[src/rtl/dso_pkg.sv]
// Shared DSO command-link definitions: opcodes, response codes and the
// UART receive/transmit state encodings.
package dso_pkg;

    localparam logic [7:0] CFG_GAIN    = 8'h02;
    localparam logic [7:0] TRIG_LVL    = 8'h03;
    localparam logic [7:0] TRIG_POS    = 8'h04;
    localparam logic [7:0] SET_DEC     = 8'h05;
    localparam logic [7:0] TRIG_CFG    = 8'h06;
    localparam logic [7:0] RD_TRIG_CFG = 8'h07;
    localparam logic [7:0] EEP_WRT     = 8'h08;
    localparam logic [7:0] EEP_RD      = 8'h09;
    localparam logic [7:0] DUMP_CH     = 8'h0A;

    localparam logic [7:0] ACK = 8'hA5;
    localparam logic [7:0] NAK = 8'hEE;

    typedef enum logic [1:0] {RX_IDLE, RX_START, RX_DATA, RX_STOP} rx_state_t;
    typedef enum logic       {TX_IDLE, TX_SHIFT}                   tx_state_t;

endpackage

[src/rtl/uart_cmd_slv_if.sv]
// Command/response handshake between uart_cmd_slv (slave) and the
// command dispatcher (master).
interface uart_cmd_slv_if;
    logic [23:0] cmd;
    logic        cmd_rdy;
    logic        clr_cmd_rdy;
    logic [7:0]  resp;
    logic        send_resp;
    logic        resp_sent;
    logic        tx_busy;
    logic        err;

    modport master (
        input  cmd, cmd_rdy, resp_sent, tx_busy, err,
        output clr_cmd_rdy, resp, send_resp
    );

    modport slave (
        output cmd, cmd_rdy, resp_sent, tx_busy, err,
        input  clr_cmd_rdy, resp, send_resp
    );
endinterface

[src/rtl/uart_tx_byte.sv]
// 8N1 byte transmitter: shifts a {stop, data, start} frame out LSB first,
// one bit per BAUD_DIV clocks, pulsing done as the stop bit ends.
module uart_tx_byte
    import dso_pkg::*;
#(
    parameter int unsigned BAUD_DIV = 2604
) (
    input  logic       clk,
    input  logic       rst_n,
    input  logic       send,
    input  logic [7:0] data,
    output logic       tx,
    output logic       busy,
    output logic       done
);

    localparam int unsigned   CW      = $clog2(BAUD_DIV);
    localparam logic [CW-1:0] FULL_M1 = CW'(BAUD_DIV - 1);

    tx_state_t     state, nxt;
    logic [CW-1:0] cnt;
    logic [3:0]    idx;
    logic [8:0]    shreg;
    logic          tick, last;

    always_ff @(posedge clk or negedge rst_n) begin
        if (!rst_n) state <= TX_IDLE;
        else        state <= nxt;
    end

    always_comb begin
        nxt  = state;
        tick = 1'b0;
        last = 1'b0;
        case (state)
            TX_IDLE:  if (send) nxt = TX_SHIFT;
            TX_SHIFT: if (cnt == FULL_M1) begin
                tick = 1'b1;
                if (idx == 4'd9) begin
                    last = 1'b1;
                    nxt  = TX_IDLE;
                end
            end
            default:  nxt = TX_IDLE;
        endcase
    end

    // The start bit is driven straight from the load; shreg holds the rest.
    always_ff @(posedge clk or negedge rst_n) begin
        if (!rst_n) begin
            tx    <= 1'b1;
            cnt   <= '0;
            idx   <= '0;
            shreg <= '1;
            done  <= 1'b0;
        end else begin
            done <= last;
            if (state == TX_IDLE) begin
                cnt <= '0;
                idx <= '0;
                if (send) begin
                    tx    <= 1'b0;
                    shreg <= {1'b1, data};
                end
            end else if (tick) begin
                cnt   <= '0;
                idx   <= idx + 4'd1;
                tx    <= shreg[0];
                shreg <= {1'b1, shreg[8:1]};
            end else begin
                cnt <= cnt + 1'b1;
            end
        end
    end

    assign busy = (state == TX_SHIFT);

endmodule

[src/rtl/uart_cmd_slv.sv]
// Host command link endpoint: assembles three 8N1 bytes into a 24-bit
// command with ready/clear handshake and transmits single response bytes.
module uart_cmd_slv
    import dso_pkg::*;
#(
    parameter int unsigned BAUD_DIV = 2604,
    parameter int unsigned GAP_BITS = 24
) (
    input  logic           clk,
    input  logic           rst_n,
    input  logic           RX,
    output logic           TX,
    uart_cmd_slv_if.slave  cif
);

    localparam int unsigned   CW      = $clog2(BAUD_DIV);
    localparam logic [CW-1:0] FULL_M1 = CW'(BAUD_DIV - 1);
    localparam logic [CW-1:0] HALF_M1 = CW'(BAUD_DIV / 2 - 1);
    localparam int unsigned   GAP_CYC = GAP_BITS * BAUD_DIV;
    localparam int unsigned   GW      = $clog2(GAP_CYC);
    localparam logic [GW-1:0] GAP_M1  = GW'(GAP_CYC - 1);

    rx_state_t     rx_state, rx_nxt;
    logic          rx_s1, rx_s2, rx_s3;
    logic [CW-1:0] rx_cnt;
    logic [2:0]    rx_bit;
    logic [7:0]    rx_shift;
    logic          rx_tick, byte_done, frm_err;

    logic [1:0]    byte_cnt;
    logic [15:0]   hold;
    logic [GW-1:0] gap_cnt;
    logic          gap_to;
    logic [23:0]   cmd_q;
    logic          cmd_rdy_q, err_q;

    // rx_s3 only serves falling-edge detection on the synchronized line.
    always_ff @(posedge clk or negedge rst_n) begin
        if (!rst_n) {rx_s1, rx_s2, rx_s3} <= 3'b111;
        else        {rx_s1, rx_s2, rx_s3} <= {RX, rx_s1, rx_s2};
    end

    always_ff @(posedge clk or negedge rst_n) begin
        if (!rst_n) rx_state <= RX_IDLE;
        else        rx_state <= rx_nxt;
    end

    always_comb begin
        rx_nxt    = rx_state;
        rx_tick   = 1'b0;
        byte_done = 1'b0;
        frm_err   = 1'b0;
        case (rx_state)
            RX_IDLE:  if (rx_s3 && !rx_s2) rx_nxt = RX_START;
            RX_START: if (rx_cnt == HALF_M1) begin
                rx_tick = 1'b1;
                rx_nxt  = rx_s2 ? RX_IDLE : RX_DATA;
            end
            RX_DATA:  if (rx_cnt == FULL_M1) begin
                rx_tick = 1'b1;
                if (rx_bit == 3'd7) rx_nxt = RX_STOP;
            end
            RX_STOP:  if (rx_cnt == FULL_M1) begin
                rx_tick   = 1'b1;
                rx_nxt    = RX_IDLE;
                byte_done = rx_s2;
                frm_err   = !rx_s2;
            end
            default:  rx_nxt = RX_IDLE;
        endcase
    end

    always_ff @(posedge clk or negedge rst_n) begin
        if (!rst_n) begin
            rx_cnt   <= '0;
            rx_bit   <= '0;
            rx_shift <= '0;
        end else begin
            if (rx_state == RX_IDLE || rx_tick) rx_cnt <= '0;
            else                                rx_cnt <= rx_cnt + 1'b1;
            if (rx_state == RX_START) begin
                rx_bit <= '0;
            end else if (rx_state == RX_DATA && rx_tick) begin
                rx_bit   <= rx_bit + 3'd1;
                rx_shift <= {rx_s2, rx_shift[7:1]};
            end
        end
    end

    assign gap_to = (byte_cnt != 2'd0) && (rx_state == RX_IDLE) && (gap_cnt == GAP_M1);

    // A clear coincident with a completing command loses to the new load.
    always_ff @(posedge clk or negedge rst_n) begin
        if (!rst_n) begin
            byte_cnt  <= '0;
            hold      <= '0;
            gap_cnt   <= '0;
            cmd_q     <= '0;
            cmd_rdy_q <= 1'b0;
            err_q     <= 1'b0;
        end else begin
            err_q <= 1'b0;
            if (byte_cnt == 2'd0 || rx_state != RX_IDLE || gap_to) gap_cnt <= '0;
            else                                                   gap_cnt <= gap_cnt + 1'b1;
            if (cif.clr_cmd_rdy) cmd_rdy_q <= 1'b0;
            if (frm_err || gap_to) begin
                byte_cnt <= '0;
                err_q    <= 1'b1;
            end else if (byte_done) begin
                case (byte_cnt)
                    2'd0: begin
                        hold[15:8] <= rx_shift;
                        byte_cnt   <= 2'd1;
                    end
                    2'd1: begin
                        hold[7:0] <= rx_shift;
                        byte_cnt  <= 2'd2;
                    end
                    default: begin
                        byte_cnt <= '0;
                        if (cmd_rdy_q && !cif.clr_cmd_rdy) begin
                            err_q <= 1'b1;
                        end else begin
                            cmd_q     <= {hold, rx_shift};
                            cmd_rdy_q <= 1'b1;
                        end
                    end
                endcase
            end
        end
    end

    assign cif.cmd     = cmd_q;
    assign cif.cmd_rdy = cmd_rdy_q;
    assign cif.err     = err_q;

    uart_tx_byte #(.BAUD_DIV(BAUD_DIV)) u_tx (
        .clk   (clk),
        .rst_n (rst_n),
        .send  (cif.send_resp),
        .data  (cif.resp),
        .tx    (TX),
        .busy  (cif.tx_busy),
        .done  (cif.resp_sent)
    );

endmodule
[src/flat_wrapper.sv]
// flat-port wrapper written by rule: the top's interface ports become plain ports
module uart_cmd_slv_flat import dso_pkg::*;
#(
    parameter int unsigned BAUD_DIV = 2604,
    parameter int unsigned GAP_BITS = 24
)
  (clk, rst_n, RX, TX, cif_cmd, cif_cmd_rdy, cif_resp_sent, cif_tx_busy, cif_err, cif_clr_cmd_rdy, cif_resp, cif_send_resp);
  uart_cmd_slv_if cif_i ();
  input  logic clk;
  input  logic rst_n;
  input  logic RX;
  output logic TX;
  output wire logic [$bits(cif_i.cmd)-1:0] cif_cmd;
  output wire logic [$bits(cif_i.cmd_rdy)-1:0] cif_cmd_rdy;
  output wire logic [$bits(cif_i.resp_sent)-1:0] cif_resp_sent;
  output wire logic [$bits(cif_i.tx_busy)-1:0] cif_tx_busy;
  output wire logic [$bits(cif_i.err)-1:0] cif_err;
  input wire logic [$bits(cif_i.clr_cmd_rdy)-1:0] cif_clr_cmd_rdy;
  input wire logic [$bits(cif_i.resp)-1:0] cif_resp;
  input wire logic [$bits(cif_i.send_resp)-1:0] cif_send_resp;
  assign cif_cmd = cif_i.cmd;
  assign cif_cmd_rdy = cif_i.cmd_rdy;
  assign cif_resp_sent = cif_i.resp_sent;
  assign cif_tx_busy = cif_i.tx_busy;
  assign cif_err = cif_i.err;
  assign cif_i.clr_cmd_rdy = cif_clr_cmd_rdy;
  assign cif_i.resp = cif_resp;
  assign cif_i.send_resp = cif_send_resp;
  uart_cmd_slv #(.BAUD_DIV(BAUD_DIV), .GAP_BITS(GAP_BITS)) u_core (.clk(clk), .rst_n(rst_n), .RX(RX), .TX(TX), .cif(cif_i));
endmodule
[config.mk]
export PLATFORM = sky130hd
export DESIGN_NAME = uart_cmd_slv_flat
export DESIGN_NICKNAME = d
export VERILOG_FILES = /design/src/rtl/dso_pkg.sv /design/src/rtl/uart_cmd_slv_if.sv /design/src/rtl/uart_tx_byte.sv /design/src/rtl/uart_cmd_slv.sv /design/src/flat_wrapper.sv
export SDC_FILE = /design/constraint.sdc
export NUM_CORES = 1
export LEC_CHECK = 0
export BUFFER_PORTS_ARGS = -buffer_cell sky130_fd_sc_hd__buf_4
export CORE_MARGIN = 8
export CORE_UTILIZATION = 45
export DETAILED_ROUTE_END_ITERATION = 16
export SLEW_MARGIN = 40
export SYNTH_ARGS = -nofsm -noshare
export SYNTH_HDL_FRONTEND = slang
export SYNTH_HIERARCHICAL = 1
export SYNTH_SLANG_ARGS = --single-unit
[constraint.sdc]
create_clock -name clk -period 3.4 [get_ports clk]
set_clock_uncertainty 0.15 [all_clocks]
set_input_delay 0.68 -clock clk [delete_from_list [all_inputs] [get_ports clk]]
set_output_delay 0.68 -clock clk [all_outputs]
set_load 0.1 [all_outputs]
==> metrics.cfg <==
[cells_and_area]
design_area_sq_um = 6233
area_growth_pct = 20.28
drive_gt1_share_pct = 29.45
n_fill_cell = 981
n_antenna_cell = 0
finalNetCount = 497

[logic_synthesis]
syn_area_per_cell_sq_um = 12.17
synth_area_leaders = dfrtp_1 50%, mux2_2 7.8%, dfstp_2 6.1%
synth_flop_cell = dfrtp_1
synth_top_area_cell = dfrtp_1
synth-seq-area-share_pct = 55.82
syn-instance-count = 426
synth.cell_area_sq_um = 5182
yosysWarnings = 6
synth_top_area_share_pct = 49.73
syn_nets = 447
synth.distinct_cells = 53
ys_ff_latch = 115
synth_edf_count = 0
synthArstFlopShare_pct = 100.0

[power]
power_density_nw_per_um2 = 598.7
p_total_uw = 3732
power_leakage_uw = 0.002825
peakVddDrop_v = 0.0004020

[route]
drt_iter0_markers = 180
drc = 0
wl_per_cell_um = 15.27
via_per_inst = 5.394
first_pass_iters = 4
route.vias.total = 3409
drt.antenna.violating_nets = 0
wirelength_um = 9649

[setup_path]
cp.arrival_ps = 2610
critPathSlowestCell = or3b_1
start_kind = flip-flop
endpoint_kind = flip-flop
critPathKind = reg2reg
cp.required_ps = 3540
crit_family = simple AND/OR/NAND/NOR gates
path_cells = ha_1 > and3_1 > nand4_1 > or3b_1 > mux2_4
slowest_delay_ps = 670
critPathMaxFanout = 9
crit_buf_inv = 0

[floorplanning]
initial_core_util_pct = 45.78
dieArea_sq_um = 15210
die_h_um = 123.3
coreArea_sq_um = 11320
ioPinCount = 42
core.rowCount = 39
die_w_um = 123.3

[timing]
rsz0062_at_grt = no
slew_viol_final = 0
period_share_pct = 72.56
setup_tns_ps = 0
slew_headroom_pct = 62.26
finalSetupViolCount = 0
finalHoldViolCount = 0
period_minus_slack_ps = 2467
max_freq_mhz = 405.4
setup_ws_ps = 933.1
worst_pin_slew_ps = 561.7

[global_routing]
grt_max_degree = 76
grt_antenna_before_repair = 0
grt_pass1_vias = 3301
gr-usage-all-layers_pct = 14.11
grt.overflow.total = 0
grt_first_pass_wirelength_um = 16830

[job]
maxCapViolations = 0

[placed_design]
gp_congestion = 0.8028
hpwl_um = 6465
place_area_sq_um = 5627
port_buffers = 41
place_ws_ps = 948.5

[clock_network]
cts_buffers = 17
cts_resized = 0
hold_buffers = 0
cts_sinks = 115
cts_tree = yes
htreeDepth = 4
clk_pin_slew_ps = 60
root_buffer = clkbuf_16
post_cts_buffers = 0
clkLatencyLatePin_ps = 420
clock_path_buffers = 2

[run_status]
outcome = complete, no violations

[worst_hold_path]
hp-class = in2async

metrics by stage:
stage	hold slack [ps]	util [%]	std cells
6_report	97.26	55.06	632
5_1_grt	135.2	55.06	632
4_1_cts	109.2	55.06	632
3_5_place_dp	197.8	49.70	600
3_3_place_gp	198.0	49.70	600
2_1_floorplan	195.2	-	426
sequential cells by signal, indices dropped and copies added (netlist names), 2 cells and up, named ones only:
signal	cells
u_core/hold	16
u_core/u_tx/cnt	12
u_core/rx_cnt	12
u_core/gap_cnt	16
u_core/u_tx/idx	4
u_core/u_tx/shreg	8
u_core/byte_cnt	2
u_core/rx_shift	8
u_core/cif.cmd	24
u_core/rx_bit	3
synth_stat cells (2+ instances only):
master and number:
a21oi_1 14, and2_1 3, and3_1 4, and4_1 4, buf_2 5, buf_6 3, clkbuf_1 4, dfrtp_1 103
dfstp_2 12, ha_1 8, inv_1 9, mux2_1 5, mux2_2 36, mux2_4 8, mux2i_1 3, nand2_1 19
nand2b_1 10, nand3_1 22, nand3b_1 2, nand4_1 16, nor2_1 35, nor2b_1 5, nor3_1 7, nor3b_1 3
nor4_1 4, nor4b_4 2, o21ai_0 7, o221a_2 7, o31ai_1 7, or3_1 5, or4_1 9, xnor2_1 13
xor2_1 12
cells in the final DEF (no fill, tap or decap), types with 8 or more instances in the layout:
| cell type | count |
|---|---|
| a21oi_1 | 14 |
| buf_4 | 43 |
| clkbuf_16 | 17 |
| dfrtp_1 | 103 |
| dfstp_2 | 12 |
| ha_1 | 8 |
| inv_1 | 9 |
| mux2_2 | 36 |
| mux2_4 | 8 |
| nand2_1 | 19 |
| nand2b_1 | 10 |
| nand3_1 | 22 |
| nand4_1 | 16 |
| nor2_1 | 35 |
| or4_1 | 9 |
| xnor2_1 | 13 |
| xor2_1 | 12 |
worst register-to-register path, cell delays in order, from the launching register on:
cell     delay, ps
dfrtp_1        420
ha_1           250
and3_1         280
nand4_1        180
or3b_1         670
mux2_4         390
routing by layer:
metal	global-route usage, %	up-vias	share of wire (%)
met2	19.67	56	44
li1	-	1654	-
met4	7.223	0	2.1
met1	19.37	1684	50
met3	4.384	15	4.4
met5	0	-	0
cell type report:
| class | count | area, sq um | area share (%) |
|---|---|---|---|
| flip-flops and latches | 115 | 2893 | 46.41 |
| clock buffers | 17 | 425.4 | 6.825 |
| well taps | 143 | 178.9 | 2.870 |
| inverters | 9 | 33.78 | 0.5420 |
| multi-input cells | 289 | 2178 | 34.95 |
| clock inverters | 15 | 181.4 | 2.910 |
| repair buffers | 44 | 342.8 | 5.500 |
logic make-up (layout without fill, tap and decap cells):
| group | after synthesis | in the layout | synth area share, % |
|---|---|---|---|
| fa+ha+maj | 8 | 8 | 1.932 |
| mux | 52 | 52 | 11.81 |
| xor+xnor | 25 | 25 | 4.225 |
| flops | 115 | 115 | 55.82 |
| buf+inv | 22 | 85 | 2.148 |
| compound gates | 46 | 46 | 6.591 |
| simple gates | 158 | 158 | 17.48 |
power by group:
group	switching, uW	leakage [uW]	internal [uW]	total (uW)
sequential	135	0.00153	1480	1610
clock	656	0.000283	1160	1810
combinational	174	0.00101	135	309
worst paths after layout:
| kind | startpoint | cells after the start | endpoint | slack (ps) |
|---|---|---|---|---|
| max in group asynchronous | rst_n | 2 | u_core/u_tx/shreg[4]$_DFFE_PN1P_ | 2200 |
| worst max register to register | u_core/rx_cnt[0]$_DFF_PN0_ | 5 | u_core/hold[6]$_DFFE_PN0P_ | 930 |
| worst min register to register | u_core/rx_s1$_DFF_PN1_ | 0 | u_core/rx_s2$_DFF_PN1_ | 210 |
| worst min-delay path | rst_n | 1 | u_core/gap_cnt[4]$_DFF_PN0_ | 100 |
| worst max-delay path | u_core/rx_cnt[0]$_DFF_PN0_ | 5 | u_core/hold[6]$_DFFE_PN0P_ | 930 |
| min in group clk | u_core/rx_s1$_DFF_PN1_ | 0 | u_core/rx_s2$_DFF_PN1_ | 210 |
Power figures use the tool's default switching activity.
